--- config.mk ---
export PLATFORM = sky130hd
export DESIGN_NAME = pipe_hazard_ctrl
export DESIGN_NICKNAME = d
export VERILOG_FILES = /design/src/rtl/pipe_hazard_ctrl.sv
export SDC_FILE = /design/constraint.sdc
export NUM_CORES = 1
export LEC_CHECK = 0
export BUFFER_PORTS_ARGS = -buffer_cell sky130_fd_sc_hd__buf_2
export CORE_ASPECT_RATIO = 1.25
export CORE_MARGIN = 1
export CORE_UTILIZATION = 32
export DETAILED_ROUTE_END_ITERATION = 7
export PLACE_DENSITY_LB_ADDON = 0.08
export SYNTH_ARGS = -nofsm -noshare
export SYNTH_HDL_FRONTEND = slang
export SYNTH_SLANG_ARGS = --single-unit
--- constraint.sdc ---
create_clock -name clk -period 1.7 [get_ports clk]
set_clock_uncertainty 0.1 [all_clocks]
set_input_delay 0.085 -clock clk [delete_from_list [all_inputs] [get_ports clk]]
set_output_delay 0.085 -clock clk [all_outputs]
set_load 0.03 [all_outputs]
--- src/rtl/pipe_hazard_ctrl.sv ---
// pipe_hazard_ctrl: central stall/flush sequencer for the five-stage pipeline.
// Resolves load-use hazards, taken branches resolved in EX, and multi-cycle
// data-memory accesses. It also detects a hung memory (sticky HALT) and keeps
// a saturating count of stalled cycles.
// Control outputs are combinational from state and inputs so that the stage
// registers can sample them on the same edge. All internal storage is registered.
module pipe_hazard_ctrl #(
    parameter int MEM_TIMEOUT = 255,
    parameter int CNT_W       = 16
) (
    input  logic             clk,
    input  logic             rst_n,
    input  logic [4:0]       id_rs,
    input  logic [4:0]       id_rt,
    input  logic             id_uses_rt,
    input  logic             ex_MemRead,
    input  logic [4:0]       ex_rd,
    input  logic             ex_branch_taken,
    input  logic             mem_MemRead,
    input  logic             mem_MemWrite,
    input  logic             dmem_ready,
    output logic             dmem_req,
    output logic             pc_we,
    output logic             ifid_we,
    output logic             ifid_flush,
    output logic             idex_flush,
    output logic             exmem_we,
    output logic             memwb_bubble,
    output logic             mem_timeout,
    output logic [CNT_W-1:0] stall_cycles
);

    typedef enum logic [1:0] {
        ST_RUN      = 2'd0,
        ST_MEM_WAIT = 2'd1,
        ST_HALT     = 2'd2
    } state_t;

    // Last wait-counter value that is still tolerated before declaring a hang.
    localparam logic [15:0]      WAIT_LAST = 16'(MEM_TIMEOUT - 1);
    localparam logic [CNT_W-1:0] STALL_MAX = {CNT_W{1'b1}};
    localparam logic [CNT_W-1:0] STALL_ONE = {{(CNT_W-1){1'b0}}, 1'b1};

    // Load-use hazard: the load in EX writes a register the ID instruction reads.
    // Register 0 is hard-wired, so it never creates a dependency.
    function automatic logic load_use_hit(
        input logic       ld_in_ex,
        input logic [4:0] rd,
        input logic [4:0] rs,
        input logic [4:0] rt,
        input logic       uses_rt
    );
        logic hit;
        hit = ld_in_ex && (rd != 5'd0) &&
              ((rd == rs) || (uses_rt && (rd == rt)));
        return hit;
    endfunction

    state_t           state_r;
    state_t           state_nxt_s;
    logic [15:0]      wait_cnt_r;
    logic [CNT_W-1:0] stall_r;
    logic             mem_timeout_r;

    logic memacc_s;
    logic lu_s;

    // Hazard-resolution outputs for a cycle in which the pipeline may advance.
    logic hz_pc_we_s;
    logic hz_ifid_we_s;
    logic hz_ifid_flush_s;
    logic hz_idex_flush_s;

    logic dmem_req_s;
    logic pc_we_s;
    logic ifid_we_s;
    logic ifid_flush_s;
    logic idex_flush_s;
    logic exmem_we_s;
    logic memwb_bubble_s;
    logic wait_clr_s;
    logic wait_inc_s;

    assign memacc_s = mem_MemRead | mem_MemWrite;
    assign lu_s     = load_use_hit(ex_MemRead, ex_rd, id_rs, id_rt, id_uses_rt);

    // Branch/load-use resolution used whenever memory is not holding the pipe.
    always_comb begin
        hz_pc_we_s      = 1'b1;
        hz_ifid_we_s    = 1'b1;
        hz_ifid_flush_s = 1'b0;
        hz_idex_flush_s = 1'b0;
        if (ex_branch_taken) begin
            // The ID instruction is squashed, so a coincident load-use is moot.
            hz_ifid_flush_s = 1'b1;
            hz_idex_flush_s = 1'b1;
        end else if (lu_s) begin
            // Hold PC and IF/ID for one cycle and insert a single bubble in EX.
            hz_pc_we_s      = 1'b0;
            hz_ifid_we_s    = 1'b0;
            hz_idex_flush_s = 1'b1;
        end else begin
            hz_pc_we_s      = 1'b1;
        end
    end

    // Next-state and control-output decode, with reset forcing a safe pattern.
    always_comb begin
        state_nxt_s    = state_r;
        dmem_req_s     = 1'b0;
        pc_we_s        = 1'b1;
        ifid_we_s      = 1'b1;
        ifid_flush_s   = 1'b0;
        idex_flush_s   = 1'b0;
        exmem_we_s     = 1'b1;
        memwb_bubble_s = 1'b0;
        wait_clr_s     = 1'b0;
        wait_inc_s     = 1'b0;
        if (!rst_n) begin
            state_nxt_s    = ST_RUN;
            pc_we_s        = 1'b0;
            ifid_we_s      = 1'b0;
            exmem_we_s     = 1'b0;
            ifid_flush_s   = 1'b1;
            idex_flush_s   = 1'b1;
            memwb_bubble_s = 1'b1;
            dmem_req_s     = 1'b0;
        end else begin
            case (state_r)
                ST_RUN: begin
                    dmem_req_s = memacc_s;
                    if (memacc_s && !dmem_ready) begin
                        // Freeze everything up to EX/MEM; WB sees a bubble.
                        pc_we_s        = 1'b0;
                        ifid_we_s      = 1'b0;
                        exmem_we_s     = 1'b0;
                        memwb_bubble_s = 1'b1;
                        wait_clr_s     = 1'b1;
                        state_nxt_s    = ST_MEM_WAIT;
                    end else begin
                        pc_we_s      = hz_pc_we_s;
                        ifid_we_s    = hz_ifid_we_s;
                        ifid_flush_s = hz_ifid_flush_s;
                        idex_flush_s = hz_idex_flush_s;
                        state_nxt_s  = ST_RUN;
                    end
                end
                ST_MEM_WAIT: begin
                    // Request stays up without a gap until the ready cycle.
                    dmem_req_s = 1'b1;
                    if (dmem_ready) begin
                        // Branch or load-use held while frozen is acted on now.
                        pc_we_s      = hz_pc_we_s;
                        ifid_we_s    = hz_ifid_we_s;
                        ifid_flush_s = hz_ifid_flush_s;
                        idex_flush_s = hz_idex_flush_s;
                        state_nxt_s  = ST_RUN;
                    end else begin
                        pc_we_s        = 1'b0;
                        ifid_we_s      = 1'b0;
                        exmem_we_s     = 1'b0;
                        memwb_bubble_s = 1'b1;
                        wait_inc_s     = 1'b1;
                        if (wait_cnt_r == WAIT_LAST) begin
                            state_nxt_s = ST_HALT;
                        end else begin
                            state_nxt_s = ST_MEM_WAIT;
                        end
                    end
                end
                ST_HALT: begin
                    pc_we_s        = 1'b0;
                    ifid_we_s      = 1'b0;
                    exmem_we_s     = 1'b0;
                    memwb_bubble_s = 1'b1;
                    state_nxt_s    = ST_HALT;
                end
                default: begin
                    // An illegal encoding is treated as a hang: freeze the pipe.
                    pc_we_s        = 1'b0;
                    ifid_we_s      = 1'b0;
                    exmem_we_s     = 1'b0;
                    memwb_bubble_s = 1'b1;
                    state_nxt_s    = ST_HALT;
                end
            endcase
        end
    end

    // State register.
    always_ff @(posedge clk) begin
        if (!rst_n) begin
            state_r <= ST_RUN;
        end else begin
            state_r <= state_nxt_s;
        end
    end

    // Memory wait counter: cleared on entry to MEM_WAIT, counts each wait cycle.
    always_ff @(posedge clk) begin
        if (!rst_n) begin
            wait_cnt_r <= 16'd0;
        end else if (wait_clr_s) begin
            wait_cnt_r <= 16'd0;
        end else if (wait_inc_s) begin
            wait_cnt_r <= wait_cnt_r + 16'd1;
        end else begin
            wait_cnt_r <= wait_cnt_r;
        end
    end

    // Saturating stall counter: counts held-PC cycles outside HALT.
    always_ff @(posedge clk) begin
        if (!rst_n) begin
            stall_r <= {CNT_W{1'b0}};
        end else if (!pc_we_s && (state_r != ST_HALT) && (stall_r != STALL_MAX)) begin
            stall_r <= stall_r + STALL_ONE;
        end else begin
            stall_r <= stall_r;
        end
    end

    // Sticky hung-memory flag, set on the edge that enters HALT.
    always_ff @(posedge clk) begin
        if (!rst_n) begin
            mem_timeout_r <= 1'b0;
        end else if (state_nxt_s == ST_HALT) begin
            mem_timeout_r <= 1'b1;
        end else begin
            mem_timeout_r <= mem_timeout_r;
        end
    end

    assign dmem_req     = dmem_req_s;
    assign pc_we        = pc_we_s;
    assign ifid_we      = ifid_we_s;
    assign ifid_flush   = ifid_flush_s;
    assign idex_flush   = idex_flush_s;
    assign exmem_we     = exmem_we_s;
    assign memwb_bubble = memwb_bubble_s;
    assign mem_timeout  = mem_timeout_r;
    assign stall_cycles = stall_r;

endmodule

==> flow_summary.ini <==
[yosys]
synth_edf_count = 0
synthMuxAreaShare_pct = 2.07
synth_area_mm2 = 0.00193
syn_inst = 229
yosysSeqAreaShare_pct = 36.3
yosysTopAreaCell = dfxtp_1
synthAdderAreaFrac_pct = 1.94
synth_top_area_share_pct = 36.3
synth_xor_area_share_pct = 11.3
yosysWarnings = 0
async_reset_ff_share_pct = 0
synthFlopType = dfxtp_1
yosysUniqueCellTypes = 45
syn_nets = 255
yosys.area_share.simple_pct = 32.1
synth_top_family_by_area = simple AND/OR/NAND/NOR gates
synthTopCellsByArea = dfxtp_1, xnor2_1, nor2_1, xor2_1, nand2_1
ys_ff_latch = 35
avgSynthCellArea_um2 = 8.44
synth_compound_area_share_pct = 12.7

[floorplan]
fp-row-count = 31
fp.coreArea_mm2 = 0.00582
design.die.area_mm2 = 0.00635
die_w_um = 71.5
start_util_pct = 33.2
io_pins = 47
die_h_um = 88.9

[detailed_routing]
drt_pass1_iterations = 4
drtIter0Drc = 79
post_drt_wl_per_cell_um = 14.1
vias = 2036
viasPerCell = 5.06
drtAntennaViolNets = 0
routed_wl_um = 5660
drc = 0

[setup_path]
critPathTopFamily = simple AND/OR/NAND/NOR gates
arrival_ns = 2.02
crit_fanout = 5
timing.rr.end = stall_cycles[4]
cp.required_ns = 1.81
r2r_setup_slack_ns = -0.21
cp-end-kind = register
crit_path_cell_trace = buf_4 -> nand2b_4 -> o21ba_4 -> nor2_4 -> a21oi_4 -> buf_12 -> or4_4 -> a21oi_2
crit_buf_inv = 2
reg2reg_from = state_r[1]
startpoint_type = register
r2r.worst_path.cells = 8
critical_path_class = register to register
crit_slowest_cell = or4_4
cpPeakStageDelay_ns = 0.51

[cts]
hold_buffers = 0
numCtsBuffers = 5
clk-insertion-delay-late_ns = 0.29
cts_sinks = 35
htree_levels = 2
clk_pin_slew_worst_paths_ns = 0.07
clockRootBuffer = clkbuf_8
cts_tree = built
cts_buffer_depth = 2

[placement]
port_buffers = 46
gp_congestion = 0.704
dpl.hpwl_um = 3960
place_inst = 379

[power_and_ir_drop]
p_per_area_mw_per_mm2 = 559
p_seq_share_pct = 46.7
p_comb_share_pct = 18.9
cell_internal_pwr_w = 0.00126
p_sw_w = 0.000497
power_w = 0.00176
p_clk_share_pct = 34.4
p_leak_nw = 1.28
power_switching_share_pct = 28.2
peakVddDrop_v = 0.000286

[final_layout]
final_cells = 402
fill_cells = 567
drive_gt1_share_pct = 52.1
n_antenna_cell = 0
area_delta_synth_final_pct = 62.8
final_nets = 361
fin_util_pct = 54.1

[sta]
finalSetupViolCount = 28
clock.fmax_ghz = 0.523
setup_ws_ns = -0.211
drv_slew = 0
hold_slack_ns = 0.146
timing.final.crit_share_pct = 112
slew_headroom_pct = 67.5
finalHoldViolCount = 0
period_minus_slack_ns = 1.91
grt_setup_unrepaired = yes
tightestPinTransition_ns = 0.483

[global_routing]
antenna_found_initial = 0
grt_pass1_vias = 1962
grt_pass1_wl_um = 8960
gr-total-overflow = 0
grt_usage_pct = 17.9
grt_start_max_net_pins = 17

[hold_path]
hp-start = rst_n
min_to = stall_cycles[5]
hold_depth = 4
hold_class = primary input to register

[run_status]
outcome = finished, violations left
violations = negative setup slack

[run]
maxCapViolCount = 0
synthesized netlist by cell type, types with 3 or more instances:
library cell,number
nor3_1,3
dfxtp_1,35
ha_1,3
o21ai_0,5
a21oi_1,11
or4_1,8
xor2_1,10
or3_1,5
nand3_1,13
nor2_1,29
and4_1,4
inv_1,5
o31ai_1,4
and2_1,3
mux2i_1,4
nand4_1,8
xnor2_1,15
nor4_1,4
nand2b_1,6
clkbuf_1,5
nand2_1,21
timing repair:
| action | CTS | global route |
|---|---|---|
| endpoints found under the setup margin | 29 | 34 |
| gates cloned | 3 | 1 |
| buffers inserted | 6 | 6 |
| pin swaps | 17 | 28 |
| gates resized for setup | 24 | 41 |
stage by stage:
step                worst slack, ns  TNS, ns  area, µm²
floorplan                    -0.169   -0.667       2000
global placement             -0.188    -2.08       2640
detailed placement           -0.190    -2.00       2640
CTS                          -0.178    -1.21       2930
global route                 -0.271    -5.50       3150
finish                       -0.211    -2.41       3150
kinds of logic (layout without fill, tap and decap cells):
family,Yosys count,count (layout)
compound gates,34,34
xor+xnor,25,25
fa+ha+maj,3,3
buf+inv,14,121
flops,35,35
mux,4,4
simple gates,114,114
layer usage:
layer	GRT usage (%)	part of all wire [%]	vias to the layer above	wire length [µm]
met5	0	0	-	0
li1	-	-	1039	-
met1	20.8	43	961	2410
met3	3.30	2.5	8	141
met4	5.53	1.6	0	89
met2	33.4	53	28	3020
worst max path at each step:
stage | from | endpoint | slack (ns) | depth (start not counted)
floorplan | stall_cycles[8] | stall_cycles[14] | -0.17 | 6
finish | state_r[1] | stall_cycles[4] | -0.21 | 8
global route | stall_cycles[10] | stall_cycles[14] | -0.27 | 6
CTS | stall_cycles[10] | stall_cycles[14] | -0.18 | 6
detailed placement | stall_cycles[10] | stall_cycles[14] | -0.19 | 6
global placement | stall_cycles[10] | stall_cycles[14] | -0.19 | 6
worst min-delay path, stage by stage:
cell	delay, ns
buf_2	0.14
buf_4	0.15
nand2_1	0.06
mux2i_1	0.05
power by group through the flow:
stage	combinational, W	sequential, W	clock (W)
6_report	0.000332	0.000822	0.000606
3_5_place_dp	0.000260	0.000841	0
3_3_place_gp	0.000259	0.000841	0
2_1_floorplan	0.000129	0.000856	0
4_1_cts	0.000294	0.000822	0.000627
5_1_grt	0.000356	0.000823	0.000659
flip-flops by register name (all words and copies together), names as in the netlist:
| register | cells |
|---|---|
| wait_cnt_r | 16 |
| stall_cycles | 16 |
| mem_timeout | 1 |
| state_r | 2 |
placed cells by master (no fill, tap or decap), types with 3 or more instances in the layout:
| cell | n |
|---|---|
| a21oi_1 | 6 |
| inv_1 | 4 |
| o31ai_1 | 4 |
| buf_4 | 50 |
| nor2_1 | 23 |
| nor2_2 | 3 |
| nand2b_1 | 5 |
| nand4_1 | 8 |
| dfxtp_4 | 10 |
| buf_6 | 10 |
| or4_4 | 3 |
| nand3_1 | 12 |
| nor3_4 | 3 |
| nand2_1 | 19 |
| dfxtp_1 | 19 |
| dfxtp_2 | 6 |
| o21ai_0 | 3 |
| clkbuf_8 | 5 |
| xnor2_1 | 15 |
| buf_2 | 43 |
| mux2i_1 | 4 |
| xor2_1 | 10 |
| and2_1 | 3 |
| a21oi_2 | 5 |
| or4_1 | 5 |
| nor2_4 | 3 |
| or3_1 | 5 |
final cells by class:
class | instances | area [µm²] | area share, %
Clock inverter | 2 | 11.3 | 0.358
Inverter | 5 | 21.3 | 0.676
Multi-Input combinational cell | 180 | 1410 | 44.8
Timing Repair Buffer | 108 | 803 | 25.5
Tap cell | 66 | 82.6 | 2.63
Clock buffer | 6 | 72.6 | 2.31
Sequential cell | 35 | 746 | 23.7
No activity file was read; power rests on OpenSTA's default activity.
